**src/rtl/axi_to_reg_burst_if.sv**
```systemverilog
// axi_ifc: AXI3-style bus bundle (GP port subset) between PS master and register bridge
interface axi_ifc;
  logic [11:0] awid;
  logic [31:0] awaddr;
  logic [7:0]  awlen;
  logic [1:0]  awburst;
  logic        awvalid, awready;
  logic [31:0] wdata;
  logic [3:0]  wstrb;
  logic        wlast, wvalid, wready;
  logic [11:0] bid;
  logic [1:0]  bresp;
  logic        bvalid, bready;
  logic [11:0] arid;
  logic [31:0] araddr;
  logic [7:0]  arlen;
  logic [1:0]  arburst;
  logic        arvalid, arready;
  logic [11:0] rid;
  logic [31:0] rdata;
  logic [1:0]  rresp;
  logic        rlast, rvalid, rready;
  modport master(output awid, awaddr, awlen, awburst, awvalid, wdata, wstrb, wlast, wvalid, bready,
                        arid, araddr, arlen, arburst, arvalid, rready,
                 input  awready, wready, bid, bresp, bvalid, arready, rid, rdata, rresp, rlast, rvalid);
  modport slave(input  awid, awaddr, awlen, awburst, awvalid, wdata, wstrb, wlast, wvalid, bready,
                       arid, araddr, arlen, arburst, arvalid, rready,
                output awready, wready, bid, bresp, bvalid, arready, rid, rdata, rresp, rlast, rvalid);
endinterface

```
**src/rtl/axi_to_reg_burst.sv**
```systemverilog
// axi_to_reg_burst: AXI slave bridging INCR/FIXED bursts onto COUNT register files
module axi_to_reg_burst #(
  parameter int COUNT        = 8,
  parameter int R_ADDR_WIDTH = 2,
  parameter int SEL_LSB      = 20,
  parameter int SEL_WIDTH    = 3,
  parameter int RD_LATENCY   = 2
) (
  input  logic                        clk,
  input  logic                        rstn,
  axi_ifc.slave                       s,
  output logic [R_ADDR_WIDTH-1:0]     o_wreg,
  output logic [31:0]                 o_wdata,
  output logic [3:0]                  o_wstrb,
  output logic [COUNT-1:0]            o_wr,
  output logic [R_ADDR_WIDTH-1:0]     o_rreg,
  output logic [COUNT-1:0]            o_rd,
  input  logic [COUNT-1:0][31:0]      i_rdata
);
  localparam int LW = RD_LATENCY > 1 ? $clog2(RD_LATENCY) : 1;
  typedef enum logic [1:0] {W_ADDR, W_DATA, W_RESP} wstate_t;
  typedef enum logic [1:0] {R_ADDR, R_STROBE, R_WAIT, R_DATA} rstate_t;
  wstate_t r_wst, w_wnxt;
  rstate_t r_rst, w_rnxt;
  logic [11:0] r_wid, r_rid;
  logic [7:0] r_wlen, r_wcnt, r_rlen, r_rcnt;
  logic [SEL_WIDTH-1:0] r_wsel, r_rsel, w_awsel, w_arsel;
  logic [R_ADDR_WIDTH-1:0] r_wreg, r_rreg;
  logic [LW-1:0] r_rlat;
  logic r_wfix, r_wbad, r_wdec, r_wlerr, r_rfix, r_rbad, r_rdec;
  logic r_awready, r_wready, r_bvalid, r_arready, r_rvalid, r_rlast;
  logic [1:0] r_bresp, r_rresp;
  logic [31:0] r_rdata, w_rsdata;
  logic w_aw, w_wbeat, w_wfin, w_wlerr, w_wen, w_ar, w_rfin, w_rhs, w_lat_done, w_ren, w_unused;
  assign w_awsel    = s.awaddr[SEL_LSB+:SEL_WIDTH];
  assign w_arsel    = s.araddr[SEL_LSB+:SEL_WIDTH];
  assign w_aw       = s.awvalid & r_awready;
  assign w_wbeat    = s.wvalid & r_wready;
  assign w_wfin     = r_wcnt == r_wlen;
  assign w_wlerr    = s.wlast != w_wfin;
  assign w_wen      = w_wbeat & ~r_wdec & ~r_wbad;
  assign w_ar       = s.arvalid & r_arready;
  assign w_rfin     = r_rcnt == r_rlen;
  assign w_rhs      = r_rvalid & s.rready;
  assign w_lat_done = r_rlat == LW'(RD_LATENCY - 1);
  assign w_ren      = (r_rst == R_STROBE) & ~r_rdec & ~r_rbad;
  assign w_unused   = ^{s.awaddr, s.araddr};
  assign s.awready  = r_awready;
  assign s.wready   = r_wready;
  assign s.bvalid   = r_bvalid;
  assign s.bresp    = r_bresp;
  assign s.bid      = r_wid;
  assign s.arready  = r_arready;
  assign s.rvalid   = r_rvalid;
  assign s.rlast    = r_rlast;
  assign s.rresp    = r_rresp;
  assign s.rdata    = r_rdata;
  assign s.rid      = r_rid;
  assign o_wreg     = r_wreg;
  assign o_rreg     = r_rreg;
  assign o_wdata    = r_wready ? s.wdata : '0;
  assign o_wstrb    = r_wready ? s.wstrb : '0;
  // next-state logic for both channel FSMs
  always_comb begin
    w_wnxt = (r_wst == W_ADDR) ? (w_aw ? W_DATA : W_ADDR) :
             (r_wst == W_DATA) ? ((w_wbeat && w_wfin) ? W_RESP : W_DATA) :
             ((r_bvalid && s.bready) ? W_ADDR : W_RESP);
    w_rnxt = (r_rst == R_ADDR)   ? (w_ar ? R_STROBE : R_ADDR) :
             (r_rst == R_STROBE) ? R_WAIT :
             (r_rst == R_WAIT)   ? (w_lat_done ? R_DATA : R_WAIT) :
             (w_rhs ? (w_rfin ? R_ADDR : R_STROBE) : R_DATA);
  end
  // per-file strobe decode and read-data mux; out-of-range selects match nothing
  always_comb begin
    o_wr = '0;
    o_rd = '0;
    w_rsdata = '0;
    for (int i = 0; i < COUNT; i++) begin
      o_wr[i] = w_wen && r_wsel == SEL_WIDTH'(i);
      o_rd[i] = w_ren && r_rsel == SEL_WIDTH'(i);
      if (r_rsel == SEL_WIDTH'(i)) w_rsdata = i_rdata[i];
    end
  end
  // state registers; handshake outputs are registered from the next state
  always_ff @(posedge clk) begin
    if (!rstn) begin
      r_wst <= W_ADDR;
      r_rst <= R_ADDR;
      {r_awready, r_wready, r_bvalid, r_arready, r_rvalid, r_rlast} <= '0;
    end else begin
      r_wst     <= w_wnxt;
      r_rst     <= w_rnxt;
      r_awready <= w_wnxt == W_ADDR;
      r_wready  <= w_wnxt == W_DATA;
      r_bvalid  <= w_wnxt == W_RESP;
      r_arready <= w_rnxt == R_ADDR;
      r_rvalid  <= w_rnxt == R_DATA;
      r_rlast   <= w_rnxt == R_DATA && w_rfin;
    end
  end
  // write burst context, index stepping and sticky response
  always_ff @(posedge clk) begin
    if (!rstn) begin
      {r_wid, r_wlen, r_wcnt, r_wsel, r_wreg, r_wfix, r_wbad, r_wdec, r_wlerr, r_bresp} <= '0;
    end else begin
      if (w_aw) begin
        r_wid   <= s.awid;
        r_wlen  <= s.awlen;
        r_wcnt  <= '0;
        r_wfix  <= s.awburst != 2'b01;
        r_wbad  <= s.awburst[1];
        r_wdec  <= 32'(w_awsel) >= COUNT;
        r_wsel  <= w_awsel;
        r_wreg  <= s.awaddr[2+:R_ADDR_WIDTH];
        r_wlerr <= 1'b0;
      end
      if (w_wbeat) begin
        r_wcnt  <= r_wcnt + 8'd1;
        r_wreg  <= r_wfix ? r_wreg : r_wreg + R_ADDR_WIDTH'(1);
        r_wlerr <= r_wlerr | w_wlerr;
      end
      if (w_wbeat && w_wfin)
        r_bresp <= r_wdec ? 2'b11 : (r_wbad | r_wlerr | w_wlerr) ? 2'b10 : 2'b00;
    end
  end
  // read burst context; data is captured RD_LATENCY edges after the file first sees o_rd
  always_ff @(posedge clk) begin
    if (!rstn) begin
      {r_rid, r_rlen, r_rcnt, r_rsel, r_rreg, r_rfix, r_rbad, r_rdec, r_rlat, r_rresp, r_rdata} <= '0;
    end else begin
      if (w_ar) begin
        r_rid  <= s.arid;
        r_rlen <= s.arlen;
        r_rcnt <= '0;
        r_rfix <= s.arburst != 2'b01;
        r_rbad <= s.arburst[1];
        r_rdec <= 32'(w_arsel) >= COUNT;
        r_rsel <= w_arsel;
        r_rreg <= s.araddr[2+:R_ADDR_WIDTH];
      end
      r_rlat <= (r_rst == R_WAIT) ? r_rlat + LW'(1) : '0;
      if (r_rst == R_WAIT && w_lat_done) begin
        r_rdata <= (r_rdec | r_rbad) ? '0 : w_rsdata;
        r_rresp <= r_rdec ? 2'b11 : r_rbad ? 2'b10 : 2'b00;
      end
      if (r_rst == R_DATA && w_rhs && !w_rfin) begin
        r_rcnt <= r_rcnt + 8'd1;
        r_rreg <= r_rfix ? r_rreg : r_rreg + R_ADDR_WIDTH'(1);
      end
    end
  end
endmodule

```
**src/flat_wrapper.sv**
```systemverilog
// flat-port wrapper written by rule: the top's interface ports become plain ports
module axi_to_reg_burst_flat 
#(
  parameter int COUNT        = 8,
  parameter int R_ADDR_WIDTH = 2,
  parameter int SEL_LSB      = 20,
  parameter int SEL_WIDTH    = 3,
  parameter int RD_LATENCY   = 2
)
  (clk, rstn, o_wreg, o_wdata, o_wstrb, o_wr, o_rreg, o_rd, i_rdata, s_awid, s_awaddr, s_awlen, s_awburst, s_awvalid, s_wdata, s_wstrb, s_wlast, s_wvalid, s_bready, s_arid, s_araddr, s_arlen, s_arburst, s_arvalid, s_rready, s_awready, s_wready, s_bid, s_bresp, s_bvalid, s_arready, s_rid, s_rdata, s_rresp, s_rlast, s_rvalid);
  axi_ifc s_i ();
  input  logic clk;
  input  logic rstn;
  output logic [R_ADDR_WIDTH-1:0] o_wreg;
  output logic [31:0] o_wdata;
  output logic [3:0] o_wstrb;
  output logic [COUNT-1:0] o_wr;
  output logic [R_ADDR_WIDTH-1:0] o_rreg;
  output logic [COUNT-1:0] o_rd;
  input  logic [COUNT-1:0][31:0] i_rdata;
  input wire logic [$bits(s_i.awid)-1:0] s_awid;
  input wire logic [$bits(s_i.awaddr)-1:0] s_awaddr;
  input wire logic [$bits(s_i.awlen)-1:0] s_awlen;
  input wire logic [$bits(s_i.awburst)-1:0] s_awburst;
  input wire logic [$bits(s_i.awvalid)-1:0] s_awvalid;
  input wire logic [$bits(s_i.wdata)-1:0] s_wdata;
  input wire logic [$bits(s_i.wstrb)-1:0] s_wstrb;
  input wire logic [$bits(s_i.wlast)-1:0] s_wlast;
  input wire logic [$bits(s_i.wvalid)-1:0] s_wvalid;
  input wire logic [$bits(s_i.bready)-1:0] s_bready;
  input wire logic [$bits(s_i.arid)-1:0] s_arid;
  input wire logic [$bits(s_i.araddr)-1:0] s_araddr;
  input wire logic [$bits(s_i.arlen)-1:0] s_arlen;
  input wire logic [$bits(s_i.arburst)-1:0] s_arburst;
  input wire logic [$bits(s_i.arvalid)-1:0] s_arvalid;
  input wire logic [$bits(s_i.rready)-1:0] s_rready;
  output wire logic [$bits(s_i.awready)-1:0] s_awready;
  output wire logic [$bits(s_i.wready)-1:0] s_wready;
  output wire logic [$bits(s_i.bid)-1:0] s_bid;
  output wire logic [$bits(s_i.bresp)-1:0] s_bresp;
  output wire logic [$bits(s_i.bvalid)-1:0] s_bvalid;
  output wire logic [$bits(s_i.arready)-1:0] s_arready;
  output wire logic [$bits(s_i.rid)-1:0] s_rid;
  output wire logic [$bits(s_i.rdata)-1:0] s_rdata;
  output wire logic [$bits(s_i.rresp)-1:0] s_rresp;
  output wire logic [$bits(s_i.rlast)-1:0] s_rlast;
  output wire logic [$bits(s_i.rvalid)-1:0] s_rvalid;
  assign s_i.awid = s_awid;
  assign s_i.awaddr = s_awaddr;
  assign s_i.awlen = s_awlen;
  assign s_i.awburst = s_awburst;
  assign s_i.awvalid = s_awvalid;
  assign s_i.wdata = s_wdata;
  assign s_i.wstrb = s_wstrb;
  assign s_i.wlast = s_wlast;
  assign s_i.wvalid = s_wvalid;
  assign s_i.bready = s_bready;
  assign s_i.arid = s_arid;
  assign s_i.araddr = s_araddr;
  assign s_i.arlen = s_arlen;
  assign s_i.arburst = s_arburst;
  assign s_i.arvalid = s_arvalid;
  assign s_i.rready = s_rready;
  assign s_awready = s_i.awready;
  assign s_wready = s_i.wready;
  assign s_bid = s_i.bid;
  assign s_bresp = s_i.bresp;
  assign s_bvalid = s_i.bvalid;
  assign s_arready = s_i.arready;
  assign s_rid = s_i.rid;
  assign s_rdata = s_i.rdata;
  assign s_rresp = s_i.rresp;
  assign s_rlast = s_i.rlast;
  assign s_rvalid = s_i.rvalid;
  axi_to_reg_burst #(.COUNT(COUNT), .R_ADDR_WIDTH(R_ADDR_WIDTH), .SEL_LSB(SEL_LSB), .SEL_WIDTH(SEL_WIDTH), .RD_LATENCY(RD_LATENCY)) u_core (.clk(clk), .rstn(rstn), .s(s_i), .o_wreg(o_wreg), .o_wdata(o_wdata), .o_wstrb(o_wstrb), .o_wr(o_wr), .o_rreg(o_rreg), .o_rd(o_rd), .i_rdata(i_rdata));
endmodule
```
**config.mk**
```make
export PLATFORM = sky130hd
export DESIGN_NAME = axi_to_reg_burst_flat
export DESIGN_NICKNAME = d
export VERILOG_FILES = /design/src/rtl/axi_to_reg_burst_if.sv /design/src/rtl/axi_to_reg_burst.sv /design/src/flat_wrapper.sv
export SDC_FILE = /design/constraint.sdc
export NUM_CORES = 1
export LEC_CHECK = 0
export BUFFER_PORTS_ARGS = -buffer_cell sky130_fd_sc_hd__buf_2
export CORE_AREA = 2 2 205 207
export CTS_CLUSTER_SIZE = 8
export DETAILED_ROUTE_END_ITERATION = 8
export DIE_AREA = 0 0 207 209
export PLACE_DENSITY_LB_ADDON = 0.2
export SYNTH_ARGS = -nofsm -noshare
export SYNTH_HDL_FRONTEND = slang
export SYNTH_SLANG_ARGS = --single-unit
```
**constraint.sdc**
```tcl
create_clock -name clk -period 4.9 [get_ports clk]
set_clock_uncertainty 0.2 [all_clocks]
set_input_delay 0.245 -clock clk [delete_from_list [all_inputs] [get_ports clk]]
set_output_delay 0.245 -clock clk [all_outputs]
set_load 0.03 [all_outputs]
```
==> key figures <==
Timing
  • Max Freq: 316 MHz
  • Hold Vio Cnt, Final: 0
  • Setup tns final: 0 ns
  • Slew @ Worst Pin: between 1 and 1.5 ns
  • RSZ-0062 raised after global routing: false
  • Worst hold margin: 0.0676 ns
  • Slew headroom: 0.260
  • Tmin final: ~3.2 ns
  • Final period utilization: 0.645
  • Slew Viols, Final: 0
  • Endpoints failing setup: 0

Global routing
  • Gr busiest metal: met2
  • Grt met2 use: 0.243
  • Vias in the first global route: ~7,900
  • Largest net degree at the start of global routing: 62
  • Met1 GRT Util: 0.180
  • Routing usage on met3: 0.0374
  • Tot GR Track Use: 0.143
  • Grt ovf: 0
  • Antenna violations before repair: 6
  • First-pass GRT wire length: around 48,000 µm

Logic synthesis
  • Avg Inst Size Synth: roughly 8.3 µm²
  • Number of synthesized flops with an enable pin: 0
  • Gate Count Post-Synth: around 820
  • Top post-synthesis cells by area: dfxtp_1 (34%), mux4_2 (11%), a21oi_1 (7.1%), nor2_1 (7.1%), nand2_1 (6.6%)
  • Synth Flop Type: dfxtp_1
  • Yosys warnings: 0
  • Area leader, netlist: dfxtp_1
  • Sequential share of the synthesized area: 0.344
  • Asr flop ratio synth: 0
  • Synthesized flop and latch total: around 120
  • Post-Syn Area: approximately 0.0068 mm²
  • Count of cell types in the netlist: 52
  • Synth top area share: 0.344

Worst setup path
  • WP data arrival: 2.72 ns
  • Reg2reg start: u_core.r_rst[1]
  • Nature of the critical path endpoint: primary output
  • Critical path type: flip-flop to primary output
  • CP Launch Type: flip-flop
  • Setup slack, reg-to-reg: roughly 2.1 ns
  • R2R depth: 6
  • Required time worst endpoint: about 4.5 ns
  • Crit-path max FO: 40
  • Worst R2R End: u_core.s.rdata[28]

Clock network
  • Worst skew pair latency: approximately 0.44 ns
  • CTS tree: yes
  • Post-cts resize count: 0
  • Worst-path clk slew: 0.06 ns
  • Clock Sinks: 116
  • Setup Fix Bufs, Post-CTS: 0
  • # hold bufs at CTS: 57
  • Num CTS Buffers: 17
  • Clk buf depth: 2
  • Root Buffer: clkbuf_16
  • H-tree Lvls: 4

Flow run
  • Max_cap viols: 0

Layout
  • Layout net count: between 1,500 and 2,000
  • Core Util, Final: 0.261
  • Post-route cell area: about 0.011 mm²
  • Syn-to-layout area delta: 59.6%
  • Layout cells sized above 1: 0.450
  • Non-Filler Instances: between 1,500 and 2,000

Status
  • Outcome: finished, final reports clean

Die
  • FP Rows: 75
  • Initial core utilization: 0.164
  • IO Count: between 500 and 600
  • Die H: about 210 µm
  • CORE AREA: around 0.041 mm²
  • Die area: between 0.04 and 0.05 mm²
  • Die X: 207 µm

Worst hold path
  • Hold crit path type: input pin to flip-flop
  • Hold path endpoint: u_core.s.rdata[26]
  • Min-delay src: i_rdata[250]
  • Hold Crit Depth: 5

Routing
  • Drt first pass iters: 4
  • DR WL/cell: between 15 and 20 µm
  • Via count: between 7,000 and 8,000
  • Initial drt markers: 291
  • Post-route ant nets: 0
  • DRC viols: 0
  • Post-Route WL: roughly 32,000 µm
  • Via density: around 4.3

Placed design
  • Routability cong.: roughly 0.79
  • Inst Count DP: 1,772
  • IO buf count: 473
  • Hpwl dp: roughly 24,000 µm
  • DP Area: ~0.0096 mm²

Power
  • P per Cell Area: 276 mW/mm²
  • VDD IR max: between 200 and 250 µV
  • Leak pwr: approximately 5 nW
[power breakdown]
group,internal (mW),switching (mW)
Sequential,0.974,0.0407
Clock,0.941,0.475
Combinational,0.269,0.274
Total,2.18,0.790
[synth_stat cells (2+ instances only)]
library cell  number
nor3b_1            2
nor3_1            15
nand2_1          118
mux2i_1            2
nor4_2             4
xor2_1            17
buf_2             18
or3_1              5
buf_1              8
or2_2              3
o21ai_0            7
mux4_2            33
mux2_2            34
buf_6              5
nand3_1           20
clkbuf_1          33
a21oi_1           96
and2_1            41
a41oi_1            2
o22ai_1           32
nor2_1           128
buf_4              4
dfxtp_1          116
and3_1             6
o31a_1             3
a31oi_1            4
ha_1               2
a2111oi_0         31
nand2b_1           6
[worst max path at each step]
stage / start / slack [ns] / endpoint
floorplan: u_core.s.wready / 2.60 / o_wr[0]
global placement: u_core.r_rst[1] / 2.06 / u_core.s.rdata[28]
detailed placement: u_core.r_rst[1] / 1.97 / u_core.s.rdata[28]
CTS: u_core.s.wready / 1.68 / o_wr[0]
global route: u_core.s.wready / 1.31 / o_wr[0]
finish: u_core.s.wready / 1.74 / o_wr[0]
[final cells by class]
type | count | area, µm²
multi-input combinational | 633 | 4110
inverter | 2 | 10.0
antenna | 1 | 2.50
clock buffer | 23 | 478
tap | 539 | 674
fill | 4631 | 30500
sequential | 116 | 2330
clock inverter | 8 | 173
timing repair buffer | 539 | 3010
[cells by family (layout without fill, tap and decap cells)]
| group | after synthesis | in the layout | share of synthesized area |
|---|---|---|---|
| flops | 116 | 116 | 0.344 |
| buf+inv | 70 | 572 | 0.0500 |
| fa+ha+maj | 2 | 2 | 0.00370 |
| mux | 69 | 69 | 0.170 |
| simple gates | 358 | 358 | 0.242 |
| other cells | 1 | 3 | 0.000555 |
| compound gates | 185 | 185 | 0.168 |
| xor+xnor | 17 | 17 | 0.0220 |
[flip-flops by register name, indices dropped and copies added, names as in the netlist, 3 cells and up]
signal / count
u_core.s.bid: 12
u_core.r_wsel: 3
u_core.r_rsel: 3
u_core.r_wcnt: 8
u_core.r_rcnt: 8
u_core.s.rdata: 32
u_core.s.rid: 12
u_core.r_rlen: 8
u_core.r_wlen: 8
[routing by layer]
metal  up-vias  part of all wire
li1       3902                 -
met1      3709              0.44
met2       281              0.49
met3        22             0.059
met4         4             0.012
met5         -           0.00050
[placed cells by master, fill, tap and decap left out, types with 4 or more instances in the layout]
master / netlist / routed
buf_2: 18 / 473
mux4_2: 33 / 33
o21ai_0: 7 / 7
bufinv_16: 0 / 5
nor3_1: 15 / 15
xor2_1: 17 / 17
clkbuf_16: 0 / 17
nand2_1: 118 / 118
dlygate4sd3_1: 0 / 57
a21oi_1: 96 / 96
nand3_1: 20 / 19
and3_1: 6 / 6
or3_1: 5 / 5
nor4_2: 4 / 4
a2111oi_0: 31 / 31
a31oi_1: 4 / 4
o22ai_1: 32 / 32
nand2b_1: 6 / 5
nor2_1: 128 / 128
mux2_2: 34 / 34
and2_1: 41 / 41
buf_4: 4 / 9
dfxtp_1: 116 / 113
[critical path, cell delays in order, from the launching register on]
cell and delay [ns]:
dfxtp_1 0.96, nand2_1 0.46, or3_1 0.50, nor3_1 0.14
buf_2 0.22
[through the flow]
stage          total power, mW  setup slack [ns]
2_1_floorplan             1.31              2.60
3_3_place_gp              1.54              2.06
3_5_place_dp              1.55              1.97
4_1_cts                   3.04              1.68
5_1_grt                   3.12              1.31
6_report                  2.97              1.74
(Power assumes the default switching activity.)
